### src/rtl/bus_seq_pkg.sv
// Shared types and default widths for the serial-bus transaction sequencer and its board tops.
// Latency: n/a (declarations only).
// Backpressure: n/a.
// Contents: default width constants, mode encodings, sequencer FSM state enum.
package bus_seq_pkg;

  // Default widths shared with the serial_bus tops.
  localparam int BUS_ADDR_W  = 16;
  localparam int BUS_DATA_W  = 8;
  localparam int BUS_DEV_W   = 2;
  localparam int BUS_SLV_AW  = 12;
  localparam int BUS_OFF_W   = 6;
  localparam int BUS_ERR_W   = 8;
  localparam int BUS_TMO_CYC = 4096;

  typedef enum logic [1:0] {
    MODE_SWR   = 2'b00,  // single write
    MODE_SRD   = 2'b01,  // single read
    MODE_BURST = 2'b10,  // burst write then readback
    MODE_RSVD  = 2'b11   // ignored
  } mode_e;

  typedef enum logic [2:0] {
    IDLE,
    ISSUE,
    ACCEPT,
    COMPLETE,
    NEXT,
    FINISH
  } seq_state_e;

endpackage

### src/rtl/sync_rise_detect.sv
// Two-flop synchroniser for an asynchronous button followed by a registered rising-edge pulse.
// Latency: o_rise pulses for one cycle, three clock edges after the raw input rises.
// Backpressure: none; every synchronised rising edge produces exactly one pulse.
// Ports: clk, rstn (sync, active-low), i_async (raw button), o_rise (one-cycle pulse).
module sync_rise_detect (
  input  logic clk,
  input  logic rstn,
  input  logic i_async,
  output logic o_rise
);

  logic r_meta;
  logic r_sync;
  logic r_prev;
  logic r_rise;

  always_ff @(posedge clk) begin
    if (!rstn) begin
      r_meta <= 1'b0;
      r_sync <= 1'b0;
      r_prev <= 1'b0;
      r_rise <= 1'b0;
    end else begin
      r_meta <= i_async;
      r_sync <= r_meta;
      r_prev <= r_sync;
      r_rise <= r_sync & ~r_prev;
    end
  end

  assign o_rise = r_rise;

endmodule

### src/rtl/bus_txn_sequencer.sv
// On-board transaction driver for one master_interface: single write/read or burst write+readback with compare.
// Latency: sequence starts one cycle after the synchronised start pulse; each transfer takes >= 4 cycles.
// Backpressure: waits on o_m_valid until i_m_ready=1; one outstanding transaction; per-transaction timeout.
// Ports: clk/rstn; i_start, i_mode_sel, i_dev_sel, i_base_off, i_burst_len, i_seed_data (board inputs);
//        o_m_addr, o_m_wdata, o_m_wen, o_m_valid, i_m_rdata, i_m_rvalid, i_m_ready (master_interface side);
//        o_busy, o_done, o_rdata_last, o_err_count, o_timeout, o_pass (status).
module bus_txn_sequencer
  import bus_seq_pkg::*;
#(
  parameter int ADDR_WIDTH  = BUS_ADDR_W,
  parameter int DATA_WIDTH  = BUS_DATA_W,
  parameter int DEV_BITS    = BUS_DEV_W,
  parameter int SLV_AW      = BUS_SLV_AW,
  parameter int OFF_W       = BUS_OFF_W,
  parameter int ERR_W       = BUS_ERR_W,
  parameter int TIMEOUT_CYC = BUS_TMO_CYC
) (
  input  logic                  clk,
  input  logic                  rstn,
  input  logic                  i_start,
  input  logic [1:0]            i_mode_sel,
  input  logic [DEV_BITS-1:0]   i_dev_sel,
  input  logic [OFF_W-1:0]      i_base_off,
  input  logic [OFF_W-1:0]      i_burst_len,
  input  logic [DATA_WIDTH-1:0] i_seed_data,
  output logic [ADDR_WIDTH-1:0] o_m_addr,
  output logic [DATA_WIDTH-1:0] o_m_wdata,
  output logic                  o_m_wen,
  output logic                  o_m_valid,
  input  logic [DATA_WIDTH-1:0] i_m_rdata,
  input  logic                  i_m_rvalid,
  input  logic                  i_m_ready,
  output logic                  o_busy,
  output logic                  o_done,
  output logic [DATA_WIDTH-1:0] o_rdata_last,
  output logic [ERR_W-1:0]      o_err_count,
  output logic                  o_timeout,
  output logic                  o_pass
);

  localparam int TW = (TIMEOUT_CYC > 2) ? $clog2(TIMEOUT_CYC) : 1;

  seq_state_e r_state, w_state_nxt;

  mode_e                 r_mode;
  logic [DEV_BITS-1:0]   r_dev;
  logic [OFF_W-1:0]      r_base;
  logic [OFF_W-1:0]      r_len;
  logic [DATA_WIDTH-1:0] r_seed;
  logic [OFF_W-1:0]      r_idx;
  logic                  r_rd_phase;
  logic [ADDR_WIDTH-1:0] r_addr;
  logic [DATA_WIDTH-1:0] r_wdata;
  logic                  r_wen;
  logic [TW-1:0]         r_tcnt;
  logic [DATA_WIDTH-1:0] r_rdata_last;
  logic [ERR_W-1:0]      r_err;
  logic                  r_timeout;
  logic                  r_pass;

  logic                  w_rise;
  logic                  w_accept;
  logic                  w_load;
  logic [OFF_W-1:0]      w_idx_nxt;
  logic                  w_phase_nxt;
  logic                  w_capture;
  logic                  w_tmo;
  logic                  w_tmo_hit;
  logic                  w_last;
  mode_e                 w_mode_src;
  logic [DEV_BITS-1:0]   w_dev_src;
  logic [OFF_W-1:0]      w_base_src;
  logic [DATA_WIDTH-1:0] w_seed_src;
  logic [OFF_W-1:0]      w_off_nxt;
  logic [ADDR_WIDTH-1:0] w_addr_nxt;
  logic [DATA_WIDTH-1:0] w_data_nxt;
  logic                  w_wen_nxt;

  sync_rise_detect u_start_sync (
    .clk     (clk),
    .rstn    (rstn),
    .i_async (i_start),
    .o_rise  (w_rise)
  );

  assign w_accept  = (r_state == IDLE) && w_rise && (mode_e'(i_mode_sel) != MODE_RSVD);
  assign w_tmo_hit = (r_tcnt == TW'(TIMEOUT_CYC - 1));
  assign w_last    = (r_mode == MODE_BURST) ? (r_idx == r_len) : 1'b1;

  // The first transfer is set up in the same cycle the inputs are latched,
  // so the address/data builder reads the live inputs while still in IDLE.
  assign w_mode_src = (r_state == IDLE) ? mode_e'(i_mode_sel) : r_mode;
  assign w_dev_src  = (r_state == IDLE) ? i_dev_sel   : r_dev;
  assign w_base_src = (r_state == IDLE) ? i_base_off  : r_base;
  assign w_seed_src = (r_state == IDLE) ? i_seed_data : r_seed;

  // Offset wraps inside the OFF_W field; data wraps at DATA_WIDTH.
  assign w_off_nxt  = w_base_src + w_idx_nxt;
  assign w_data_nxt = w_seed_src + DATA_WIDTH'(w_idx_nxt);
  assign w_wen_nxt  = (w_mode_src == MODE_SWR) || ((w_mode_src == MODE_BURST) && !w_phase_nxt);

  always_comb begin
    w_addr_nxt                       = '0;
    w_addr_nxt[OFF_W-1:0]            = w_off_nxt;
    w_addr_nxt[SLV_AW +: DEV_BITS]   = w_dev_src;
  end

  always_ff @(posedge clk) begin
    if (!rstn) r_state <= IDLE;
    else       r_state <= w_state_nxt;
  end

  always_comb begin
    w_state_nxt = r_state;
    o_m_valid   = 1'b0;
    w_load      = 1'b0;
    w_idx_nxt   = r_idx;
    w_phase_nxt = r_rd_phase;
    w_capture   = 1'b0;
    w_tmo       = 1'b0;
    case (r_state)
      IDLE: begin
        if (w_accept) begin
          w_state_nxt = ISSUE;
          w_load      = 1'b1;
          w_idx_nxt   = '0;
          w_phase_nxt = 1'b0;
        end
      end
      ISSUE: begin
        if (i_m_ready) begin
          o_m_valid   = 1'b1;
          w_state_nxt = ACCEPT;
        end else if (w_tmo_hit) begin
          w_tmo       = 1'b1;
          w_state_nxt = FINISH;
        end
      end
      ACCEPT: begin
        if (!i_m_ready) begin
          w_state_nxt = COMPLETE;
        end else if (w_tmo_hit) begin
          w_tmo       = 1'b1;
          w_state_nxt = FINISH;
        end
      end
      COMPLETE: begin
        // Reads finish on m_rvalid even if m_ready rises in the same cycle.
        if (r_wen ? i_m_ready : i_m_rvalid) begin
          w_capture   = !r_wen;
          w_state_nxt = NEXT;
        end else if (w_tmo_hit) begin
          w_tmo       = 1'b1;
          w_state_nxt = FINISH;
        end
      end
      NEXT: begin
        if (!w_last) begin
          w_state_nxt = ISSUE;
          w_load      = 1'b1;
          w_idx_nxt   = r_idx + 1'b1;
        end else if ((r_mode == MODE_BURST) && !r_rd_phase) begin
          w_state_nxt = ISSUE;
          w_load      = 1'b1;
          w_idx_nxt   = '0;
          w_phase_nxt = 1'b1;
        end else begin
          w_state_nxt = FINISH;
        end
      end
      FINISH:  w_state_nxt = IDLE;
      default: w_state_nxt = IDLE;
    endcase
  end

  always_ff @(posedge clk) begin
    if (!rstn) begin
      r_mode       <= MODE_SWR;
      r_dev        <= '0;
      r_base       <= '0;
      r_len        <= '0;
      r_seed       <= '0;
      r_idx        <= '0;
      r_rd_phase   <= 1'b0;
      r_addr       <= '0;
      r_wdata      <= '0;
      r_wen        <= 1'b0;
      r_tcnt       <= '0;
      r_rdata_last <= '0;
      r_err        <= '0;
      r_timeout    <= 1'b0;
      r_pass       <= 1'b0;
    end else begin
      if (w_accept) begin
        r_mode    <= mode_e'(i_mode_sel);
        r_dev     <= i_dev_sel;
        r_base    <= i_base_off;
        r_len     <= i_burst_len;
        r_seed    <= i_seed_data;
        r_err     <= '0;
        r_timeout <= 1'b0;
        r_pass    <= 1'b0;
      end
      // Request fields are loaded once per transfer and held through COMPLETE.
      if (w_load) begin
        r_idx      <= w_idx_nxt;
        r_rd_phase <= w_phase_nxt;
        r_addr     <= w_addr_nxt;
        r_wdata    <= w_data_nxt;
        r_wen      <= w_wen_nxt;
        r_tcnt     <= '0;
      end else if ((r_state == ISSUE) || (r_state == ACCEPT) || (r_state == COMPLETE)) begin
        r_tcnt <= r_tcnt + 1'b1;
      end
      if (w_capture) begin
        r_rdata_last <= i_m_rdata;
        // r_wdata still holds data_i for this index during the read phase.
        if ((r_mode == MODE_BURST) && r_rd_phase && (i_m_rdata != r_wdata) && (r_err != '1))
          r_err <= r_err + 1'b1;
      end
      if (w_tmo) r_timeout <= 1'b1;
      // Err count is stable on any path into FINISH, so pass is ready with done.
      if ((w_state_nxt == FINISH) && (r_state != FINISH))
        r_pass <= (r_err == '0) && !(r_timeout || w_tmo);
    end
  end

  assign o_m_addr     = r_addr;
  assign o_m_wdata    = r_wdata;
  assign o_m_wen      = r_wen;
  assign o_busy       = (r_state != IDLE) && (r_state != FINISH);
  assign o_done       = (r_state == FINISH);
  assign o_rdata_last = r_rdata_last;
  assign o_err_count  = r_err;
  assign o_timeout    = r_timeout;
  assign o_pass       = r_pass;

endmodule

### config.mk
export PLATFORM = sky130hd
export DESIGN_NAME = bus_txn_sequencer
export DESIGN_NICKNAME = d
export VERILOG_FILES = /design/src/rtl/bus_seq_pkg.sv /design/src/rtl/sync_rise_detect.sv /design/src/rtl/bus_txn_sequencer.sv
export SDC_FILE = /design/constraint.sdc
export NUM_CORES = 1
export LEC_CHECK = 0
export ABC_AREA = 1
export BUFFER_PORTS_ARGS = -buffer_cell sky130_fd_sc_hd__buf_4
export CAP_MARGIN = 20
export CORE_ASPECT_RATIO = 1.75
export CORE_MARGIN = 2
export CORE_UTILIZATION = 56
export DETAILED_ROUTE_END_ITERATION = 10
export PLACE_DENSITY = 0.81
export SYNTH_ARGS = -nofsm -noshare
export SYNTH_HDL_FRONTEND = slang
export SYNTH_SLANG_ARGS = --single-unit
### constraint.sdc
create_clock -name clk -period 3.7 [get_ports clk]
set_clock_uncertainty 0.1 [all_clocks]
set_input_delay 0.555 -clock clk [delete_from_list [all_inputs] [get_ports clk]]
set_output_delay 0.555 -clock clk [all_outputs]
set_load 0.03 [all_outputs]
# Yosys cells after proc, flatten, opt, wreduce, memory -nomap -nowiden
# Index checks and enable logic that the tools add are counted.
[op_classes]
addsub = 5
n_eq_ne = 14
n_mux = 41
bitwise_logic = 3
n_reduce_logical = 25
[op_table]
columns = ["cell", "count"]
rows = [
  ["2-to-1 mux 8 bit", 4],
  ["2-to-1 mux 6 bit", 4],
  ["2-to-1 mux 3 bit", 7],
  ["2-to-1 mux 1 bit", 19],
  ["one-hot mux 3 bit (5 select lines)", 1],
  ["adder 12 x 1 -> 12 bit (second input constant)", 1],
  ["== test 12 bit (second input constant)", 1],
  ["one-hot mux 6 bit (2 select lines)", 1],
  ["logical AND 1 bit", 10],
  ["== test 3 bit (second input constant)", 3],
  ["adder 8 x 1 -> 8 bit (second input constant)", 1],
  ["adder 8 x 6 -> 8 bit", 1],
  ["logical NOT 8 bit", 1],
  ["inequality test 8 bit", 1],
  ["inequality test 8 bit (second input constant)", 1],
  ["adder 6 x 1 -> 6 bit (second input constant)", 1],
  ["adder 6 bit", 1],
  ["== test 3 x 2 -> 1 bit (second input constant)", 2],
  ["== test 6 bit", 1],
  ["== test 2 bit (second input constant)", 2],
  ["logical NOT 1 bit", 4],
  ["logical OR 1 bit", 4],
  ["2-to-1 mux 2 bit", 2],
  ["one-hot mux 1 bit (2 select lines)", 2],
  ["other kinds (11)", 13],
]
[word_totals]
register_bits = 85
inputBits = 37
output_inout_bits = 46
wordCells = 108

# Longest topological paths before layout
# Gate-level depths: netlist of run 1.
[depth]
word_depth = 8
depth_mapped = 21
depth_no_buf = 21

# By module
# From an unflattened synthesis of run 1, not the netlist that was laid out.
[unflattened]
hier_cells = 645
hier_area_um2 = 4631.9
[modules_own_cells]
columns = ["mod", "instances", "cells_per_inst", "area_per_inst_um2", "seq_area_each_um2"]
rows = [
  ["bus_txn_sequencer", 1, 634, 4523.1, 1621.6],
  ["sync_rise_detect", 1, 11, 108.9, 80.1],
]

# Worst setup path after synthesis of run 1
# Ideal clock, no wire load.
[synth_timing]
path_kind = "input port to flip-flop"
startpoint = "input i_mode_sel[1]"
endpoint = "register r_wdata[6], in the netlist o_m_wdata[6]"
setup_time_ns = 0.070
arrival_time_ns = 2.697
required_ns = 3.530
slack_ns = 0.834
stages = 16
n_path_buf = 1
cell_sequence = "inv_1 o211ai_2 buf_4 inv_1 a21oi_1 o21ai_0 inv_1 ha_1 inv_1 fa_1 o21ai_0 nand2_1 nand2_1 a21oi_1 xor2_1 a21oi_1"
[synth_via]
elab_chain_cells = 5
elab_cells_between_ends = 7
cone_classes = "add/sub (1); eq/ne (1); mux (4); reduce/logical (1)"
[synth_lines]
columns = ["element", "line", "text"]
rows = [
  ["start: declaration", "bus_txn_sequencer.sv:21", "input logic [1:0] i_mode_sel,"],
  ["inequality test 2 bit", "bus_txn_sequencer.sv:86", "assign w_accept = (r_state == IDLE) && w_rise && (mode_e'(i_mode_sel) != MODE_RSVD);"],
  ["logical AND 1 bit", "bus_txn_sequencer.sv:86", ""],
  ["2-to-1 mux 6 bit", "bus_txn_sequencer.sv:123", "if (w_accept) begin"],
  ["one-hot mux 6 bit (2 select lines)", "bus_txn_sequencer.sv:121", "case (r_state)"],
  ["via w_idx_nxt[0]", "bus_txn_sequencer.sv:64", "logic [OFF_W-1:0] w_idx_nxt;"],
  ["adder 8 x 6 -> 8 bit", "bus_txn_sequencer.sv:99", "assign w_data_nxt = w_seed_src + DATA_WIDTH'(w_idx_nxt);"],
  ["end signal: assignment", "bus_txn_sequencer.sv:209", "r_wdata <= w_data_nxt;"],
  ["end: declaration", "bus_txn_sequencer.sv:53", "logic [DATA_WIDTH-1:0] r_wdata;"],
]
# The timed path passes the listed nets, and every way through them passes these cells.
# A chain may end at the register's enable or synchronous reset.

# Worst setup path after layout of run 1
[layout_timing]
startpoint = "register r_idx[0]"
endpoint = "register r_wdata[6], in the netlist o_m_wdata[6]"
[layout_via]
elab_chain_cells = 5
elab_cells_between_ends = 10
cone_classes = "add/sub (2); eq/ne (1); mux (7)"
[layout_lines]
columns = ["element", "line", "text"]
rows = [
  ["start: declaration", "bus_txn_sequencer.sv:50", "logic [OFF_W-1:0] r_idx;"],
  ["start signal: assignment", "bus_txn_sequencer.sv:206", "r_idx <= w_idx_nxt;"],
  ["parallel branches: the longest is 2 deep, another holds adder 6 x 1 -> 6 bit", "-", ""],
  ["2-to-1 mux 6 bit *", "bus_txn_sequencer.sv:158", "if (!w_last) begin"],
  ["one-hot mux 6 bit (2 select lines) *", "bus_txn_sequencer.sv:121", ""],
  ["via w_idx_nxt[1]", "bus_txn_sequencer.sv:64", ""],
  ["adder 8 x 6 -> 8 bit *", "bus_txn_sequencer.sv:99", ""],
]
# Mark *: on every way through the listed nets, which the timed path passes.

==> insert_results.sql, run 1 <==
INSERT INTO impl_metrics (metric_group, metric, value, unit) VALUES
('status', 'run_status', 'finished, final reports clean', ''),
('floorplanning', 'floorplan.core_area', '7855', 'sq um'),
('grt', 'global_route.overflow_total', '0', ''),
('logic_synthesis', 'synth-main-ff-cell', 'dfxtp_1', ''),
('logic_synthesis', 'synthTopCellsByArea', 'dfxtp_1, nand2_1, o21ai_0', ''),
('layout', 'final.fill_count', '660', ''),
('drt', 'detail_route.drc_violations', '0', ''),
('logic_synthesis', 'synth_seq_cells', '85', ''),
('drt', 'detail-route-antenna-nets', '0', ''),
('sta', 'setup_tns', '0', 'ps'),
('sta', 'timing.final.setup_violations', '0', ''),
('layout', 'num_antenna_cells', '0', ''),
('power_and_ir_drop', 'design_power_total', '2.136', 'mW'),
('clocking', 'numClockSinks', '85', ''),
('logic_synthesis', 'synth_cell_types', '47', ''),
('grt', 'grt_pass1_wl', '19.21', 'mm'),
('critical_path', 'cp_data_arrival_time', '3440', 'ps'),
('placed_design', 'place.port_buffers', '74', ''),
('placed_design', 'post-place-cells', '788', ''),
('floorplanning', 'die_ar', '8824', 'sq um'),
('critical_path', 'startpoint_class', 'flip-flop', ''),
('sta', 'grt_setup_unrepaired', 'no', ''),
('grt', 'grt_use_total', '0.2796', ''),
('critical_path', 'crit_path_frequent_cell', 'nand2_1', ''),
('grt', 'grt_pass1_vias', '4341', ''),
('critical_path', 'crit_path_max_fanout', '10', ''),
('logic_synthesis', 'synthMostInstantiatedCell', 'nand2_1', ''),
('drt', 'routed_wirelength', '11.65', 'mm'),
('layout', 'area_delta_synth_final', '20.65', '%'),
('layout', 'instances_no_fill', '803', ''),
('layout', 'final_nets', '763', ''),
('min_path', 'worstHoldStart', 'u_start_sync.r_prev$_SDFF_PN0_', ''),
('placed_design', 'post-dp-hpwl', '8.678', 'mm'),
('sta', 'final-hold-violation-count', '0', ''),
('sta', 'layout_worst_path_cycle_share', '0.8826', ''),
('critical_path', 'rr_startpoint', 'r_idx[0]$_SDFFE_PN0P_', ''),
('layout', 'multi_input_comb_area', '2387', 'sq um'),
('clocking', 'numCtsBuffers', '9', ''),
('min_path', 'worstHoldEndpoint', 'u_start_sync.o_rise$_SDFF_PN0_', ''),
('drt', 'route.detailed.wl_per_inst', '14.51', 'um'),
('critical_path', 'r2r_end', 'o_m_wdata[6]$_SDFFE_PN0P_', ''),
('drt', 'vias_per_cell', '5.457', ''),
('clocking', 'cts_tree', 'done', ''),
('floorplanning', 'die_width', '71.87', 'um'),
('drt', 'drt-initial-drc-count', '240', ''),
('sta', 'finalCriticalPeriod', '3265', 'ps'),
('clocking', 'cts_hold_buf', '0', ''),
('drt', 'drt_first_pass_iters', '4', ''),
('power_and_ir_drop', 'cellPowerDensity', '392.1', 'nW/um^2'),
('critical_path', 'critPathSlowestCell', 'dfxtp_1', ''),
('critical_path', 'critPathRequiredTime', '3880', 'ps'),
('sta', 'final.hold.worst_slack', '285.9', 'ps'),
('placed_design', 'place_ws', '484.1', 'ps'),
('clocking', 'h-tree-depth', '3', ''),
('floorplanning', 'initial_utilization', '0.5747', ''),
('clocking', 'cts_max_path_buffers', '2', ''),
('sta', 'final.setup.worst_slack', '434.6', 'ps'),
('critical_path', 'cp_cell_sequence', 'inv_2 > nand2_1 > nand2_1 > nor2_1 > nand3_1 > nand2_2 > nand2_2 > nand2_2 > nand2_4 > o21ai_1 > inv_1 > fa_1 > o21ai_0 > nand2_1 > nand2_1 > a21oi_1 > xor2_1 > a21oi_1', ''),
('critical_path', 'r2r_slack', '430', 'ps'),
('critical_path', 'startpoint', 'r_idx[0]$_SDFFE_PN0P_', ''),
('logic_synthesis', 'postSynthAreaPerCell', '7.087', 'sq um'),
('grt', 'pin_count_of_the_biggest_net_entering_global_routing', '45', ''),
('sta', 'highest_attainable_clock_frequency', '306.2', 'MHz'),
('clocking', 'insertion_delay', '340', 'ps'),
('logic_synthesis', 'postSynth.asyncResetShare', '0', ''),
('clocking', 'cts_setup_buffers', '0', ''),
('floorplanning', 'die_h', '122.8', 'um'),
('min_path', 'hold_path_depth', '1', ''),
('floorplanning', 'fp-row-count', '43', ''),
('clocking', 'clkTransAtPathRegs', '60', 'ps'),
('layout', 'share_of_final_layout_standard_cells_stronger_than_drive_strength_1', '0.1865', '');
[state kept, by name, indices dropped and copies added, names as in the netlist, 2 cells and up]
| name | cells |
|---|---|
| o_m_addr | 8 |
| o_m_wdata | 8 |
| r_tcnt | 12 |
| r_mode | 2 |
| o_rdata_last | 8 |
| r_idx | 6 |
| r_seed | 8 |
| r_state | 3 |
| r_len | 6 |
| r_base | 6 |
| r_dev | 2 |
| o_err_count | 8 |
[metrics by stage]
step / area [sq um] / utilization
floorplan: 4541 / -
global placement: 5109 / 0.6504
detailed placement: 5109 / 0.6504
CTS: 5446 / 0.6934
global route: 5446 / 0.6934
finish: 5446 / 0.6934
[report_power, final]
group	switching, mW	internal (mW)	leakage [nW]
Clock	0.372	0.657	0.165
Combinational	0.105	0.0649	1.64
Sequential	0.00796	0.928	0.687
Total	0.485	1.65	2.49
[cell families (layout without fill, tap and decap cells)]
| kind of cell | Yosys count | in the layout | synth area share |
|---|---|---|---|
| AO/OA/AOI/OAI | 131 | 131 | 0.1566 |
| XOR/XNOR | 21 | 21 | 0.04074 |
| adder cells (fa/ha/maj) | 17 | 17 | 0.05044 |
| buffers and inverters | 107 | 176 | 0.1020 |
| flip-flops | 85 | 85 | 0.3769 |
| other | 1 | 8 | 0.0008307 |
| AND/OR/NAND/NOR | 275 | 275 | 0.2725 |
[how the worst max path moves through the flow]
stage,to,cells past startpoint,slack (ps)
after global placement,o_m_wdata[6]$_SDFFE_PN0P_,16,620
after floorplan,o_m_wdata[6]$_SDFFE_PN0P_,16,830
after CTS,o_m_wdata[6]$_SDFFE_PN0P_,17,540
final,o_m_wdata[6]$_SDFFE_PN0P_,18,430
after global routing,o_m_wdata[6]$_SDFFE_PN0P_,19,160
after detailed placement,o_m_wdata[6]$_SDFFE_PN0P_,16,480
[layer usage]
layer,GRT usage,wire [um],share of wire
met1,0.2823,4229,0.36
met2,0.5174,6537,0.56
met3,0.05747,484,0.042
met4,0.1616,402,0.034
met5,0,0,0
[worst max-delay path: cells and delay by family, from the launching register on]
kind	cells	cell delay, ps
simple gates	10	930
compound gates	4	790
flops	1	490
fa+ha+maj	1	470
buf+inv	2	250
xor+xnor	1	150
[cell usage in the layout, fill, tap and decap left out, types with 2 or more instances in the layout]
cell type	Yosys	layout
nand2_1	143	143
dfxtp_1	85	85
buf_4	9	80
inv_1	70	70
o21ai_0	66	66
nor2_1	52	52
a21oi_1	45	45
nand3_1	29	29
ha_1	15	15
xor2_1	13	13
inv_2	9	9
clkbuf_16	0	9
nand4_1	8	8
nor3_1	8	8
xnor2_1	8	8
conb_1	1	8
o21ai_1	7	7
nor2_2	7	7
nand2_2	6	6
or2_2	4	4
nand3b_1	4	4
nor4_1	3	3
bufinv_16	0	3
nor2_4	2	2
a31oi_1	2	2
nor3b_1	2	2
and2_1	2	2
a21oi_2	2	2
fa_1	2	2
clkinv_4	0	2
[layout make-up]
cell class | count | share of cell area
flip-flops and latches | 85 | 0.3124
inverters | 81 | 0.05628
well taps | 90 | 0.02068
multi-input cells | 452 | 0.4383
clock inverters | 6 | 0.02068
repair buffers | 80 | 0.1103
clock buffers | 9 | 0.04135
Power figures use the tool's default switching activity.
==> inputs of run 2 (changes only) <==
- MAX_ROUTING_LAYER: not set -> met4
==> run 2 against run 1 <==
Sequential share of layout area up 0.17 points. Routed wire length down 1.3%. Core utilization down 0.37 points. Largest cell class unchanged. Sequential power about the same. Hold slack better by 4.1 ps. Largest power group is now sequential cells. Fmax up 0.10%. Combinational power about the same. Setup slack better by 3.3 ps.
==> insert_results.sql, run 2 (synthesis results as in run 1) <==
INSERT INTO impl_metrics (metric_group, metric, value, unit) VALUES
('status', 'run_status', 'finished, final reports clean', ''),
('layout', 'layout.cells.most_common', 'nand2_1', ''),
('drt', 'drt_first_pass_iters', '5', ''),
('floorplanning', 'fp-row-count', '43', ''),
('grt', 'pin_count_of_the_biggest_net_entering_global_routing', '45', ''),
('sta', 'finalCriticalPeriod', '3262', 'ps'),
('sta', 'timing.final.setup_violations', '0', ''),
('placed_design', 'gpl.final_weighted_congestion', '0.9268', ''),
('sta', 'fin_max_slew_vios', '0', ''),
('power_and_ir_drop', 'power.share.combinational', '0.084', ''),
('critical_path', 'crit_path_frequent_cell', 'nand2_1', ''),
('sta', 'final.setup.worst_slack', '437.9', 'ps'),
('grt', 'antenna_found_initial', '0', ''),
('clocking', 'cts_tree', 'done', ''),
('clocking', 'h-tree-depth', '3', ''),
('drt', 'route.detailed.wl_per_inst', '14.31', 'um'),
('clocking', 'cts_hold_buf', '0', ''),
('clocking', 'numCtsBuffers', '9', ''),
('power_and_ir_drop', 'cell_internal_pwr', '1.526', 'mW'),
('drt', 'routed_wirelength', '11.50', 'mm'),
('drt', 'drt-initial-drc-count', '270', ''),
('critical_path', 'cp_data_arrival_time', '3440', 'ps'),
('critical_path', 'critPathSlowestCell', 'dfxtp_1', ''),
('power_and_ir_drop', 'cellPowerDensity', '375.4', 'nW/um^2'),
('power_and_ir_drop', 'netSwitchingFraction', '0.2496', ''),
('critical_path', 'crit_path_max_fanout', '10', ''),
('layout', 'largest_register_ffs', '12', ''),
('power_and_ir_drop', 'ir_drop', '348.8', 'uV'),
('drt', 'vias', '4342', ''),
('drt', 'detail_route.drc_violations', '0', ''),
('power_and_ir_drop', 'clock_power_share', '0.456', ''),
('grt', 'grt_pass1_vias', '4320', ''),
('layout', 'layout.cells.most_common_list', 'nand2_1, dfxtp_1, buf_4', ''),
('layout', 'final_nets', '763', ''),
('layout', 'max_flop_register', 'r_tcnt', ''),
('critical_path', 'timing.critical_path.slowest_cell_delay', '480', 'ps'),
('layout', 'num_antenna_cells', '0', ''),
('placed_design', 'place_ws', '499.3', 'ps'),
('critical_path', 'timing_worst_setup_path_type', 'reg2reg', ''),
('sta', 'setup_tns', '0', 'ps'),
('drt', 'detail-route-antenna-nets', '0', ''),
('min_path', 'holdCritPathClass', 'reg2reg', ''),
('clocking', 'insertion_delay', '350', 'ps'),
('layout', 'area_delta_synth_final', '20.01', '%'),
('layout', 'share_of_final_layout_standard_cells_stronger_than_drive_strength_1', '0.1877', ''),
('clocking', 'numClockSinks', '85', ''),
('floorplanning', 'die_h', '122.8', 'um'),
('critical_path', 'critPathRequiredTime', '3880', 'ps'),
('placed_design', 'place.port_buffers', '74', ''),
('critical_path', 'timing.critical_path.to_type', 'flip-flop', ''),
('clocking', 'cts-resized-gates', '0', ''),
('clocking', 'cts_setup_buffers', '0', ''),
('drt', 'vias_per_cell', '5.400', ''),
('floorplanning', 'floorplan.core_area', '7855', 'sq um'),
('flow_run', 'timing.max_cap.violations', '0', ''),
('floorplanning', 'initial_utilization', '0.5747', ''),
('sta', 'highest_attainable_clock_frequency', '306.6', 'MHz'),
('critical_path', 'startpoint_class', 'flip-flop', ''),
('power_and_ir_drop', 'power_leakage', '2.473', 'nW'),
('sta', 'grt_setup_unrepaired', 'no', ''),
('floorplanning', 'die_ar', '8824', 'sq um'),
('floorplanning', 'die_width', '71.87', 'um'),
('clocking', 'clkTransAtPathRegs', '60', 'ps'),
('power_and_ir_drop', 'power.net_switching', '0.5077', 'mW'),
('placed_design', 'post-dp-hpwl', '8.719', 'mm'),
('grt', 'grt_pass1_wl', '18.70', 'mm'),
('power_and_ir_drop', 'p_seq_frac', '0.460', ''),
('sta', 'layout_worst_path_cycle_share', '0.8816', ''),
('clocking', 'cts-root-buf', 'clkbuf_16', ''),
('sta', 'final-hold-violation-count', '0', ''),
('clocking', 'cts_max_path_buffers', '2', ''),
('grt', 'global_route.overflow_total', '0', ''),
('floorplanning', 'design.portCount', '83', ''),
('critical_path', 'cp_cell_sequence', 'inv_2 > nand2_1 > nand2_1 > nor2_1 > nand3_1 > nand2_2 > nand2_2 > nand2_2 > nand2_4 > o21ai_1 > inv_1 > fa_1 > o21ai_0 > nand2_1 > nand2_1 > a21oi_1 > xor2_1 > a21oi_1', ''),
('power_and_ir_drop', 'design_power_total', '2.034', 'mW'),
('grt', 'grt_use_total', '0.2810', '');
-- run 2: changes by cell type in the layout (fill, tap and decap cells not counted) --
cell	delta
inv_6	+1
clkinv_4	+1
clkinv_2	-1
clkinvlp_4	+1
bufinv_16	-2
inv_8	+1
-- run 2: metrics by stage --
step           cell area [sq um]  std cells  hold WS (ps)  utilization
2_1_floorplan               4541        644         268.2            -
3_3_place_gp                5109        788         277.6       0.6504
3_5_place_dp                5109        788         277.7       0.6504
4_1_cts                     5418        804         286.5       0.6897
5_1_grt                     5418        804         294.2       0.6897
6_report                    5418        804         290.0       0.6897
-- run 2: worst max-delay path: cells and delay by family (launching register included) --
| family | cells | cell delay (ps) |
|---|---|---|
| adders and majority gates | 1 | 480 |
| DFF | 1 | 480 |
| AOI/OAI and AO/OA | 4 | 830 |
| and+or+nand+nor | 10 | 920 |
| xor gates and xnor gates | 1 | 150 |
| buffers and inverters | 2 | 230 |
-- run 2: layer usage --
layer  wire [um]  global-route usage
met3         453             0.04516
met5           0                   -
met4         507              0.1792
met1        4207              0.2733
met2        6334              0.5058
-- run 2: area by class of cell --
class	count	area, sq um
well taps	90	112.6
clock inverters	7	83.83
inverters	81	306.5
repair buffers	80	600.6
clock buffers	9	225.2
multi-input cells	452	2387
fillers	682	2437
flip-flops and latches	85	1702
-- run 2: final timing paths --
kind	endpoint	cells after the start	start	slack, ps
setup / recovery	o_m_wdata[6]$_SDFFE_PN0P_	18	r_idx[0]$_SDFFE_PN0P_	440
hold / removal	u_start_sync.o_rise$_SDFF_PN0_	1	u_start_sync.r_prev$_SDFF_PN0_	290
setup reg to reg	o_m_wdata[6]$_SDFFE_PN0P_	18	r_idx[0]$_SDFFE_PN0P_	440
hold reg to reg	u_start_sync.o_rise$_SDFF_PN0_	1	u_start_sync.r_prev$_SDFF_PN0_	290
-- run 2: power by group through the flow --
stage          combinational (mW)  sequential, mW  clock [mW]
6_report                    0.170           0.936       0.928
5_1_grt                     0.187           0.937       0.981
2_1_floorplan               0.105           0.963           0
3_5_place_dp                0.168           0.956           0
3_3_place_gp                0.164           0.956           0
4_1_cts                     0.169           0.936       0.942
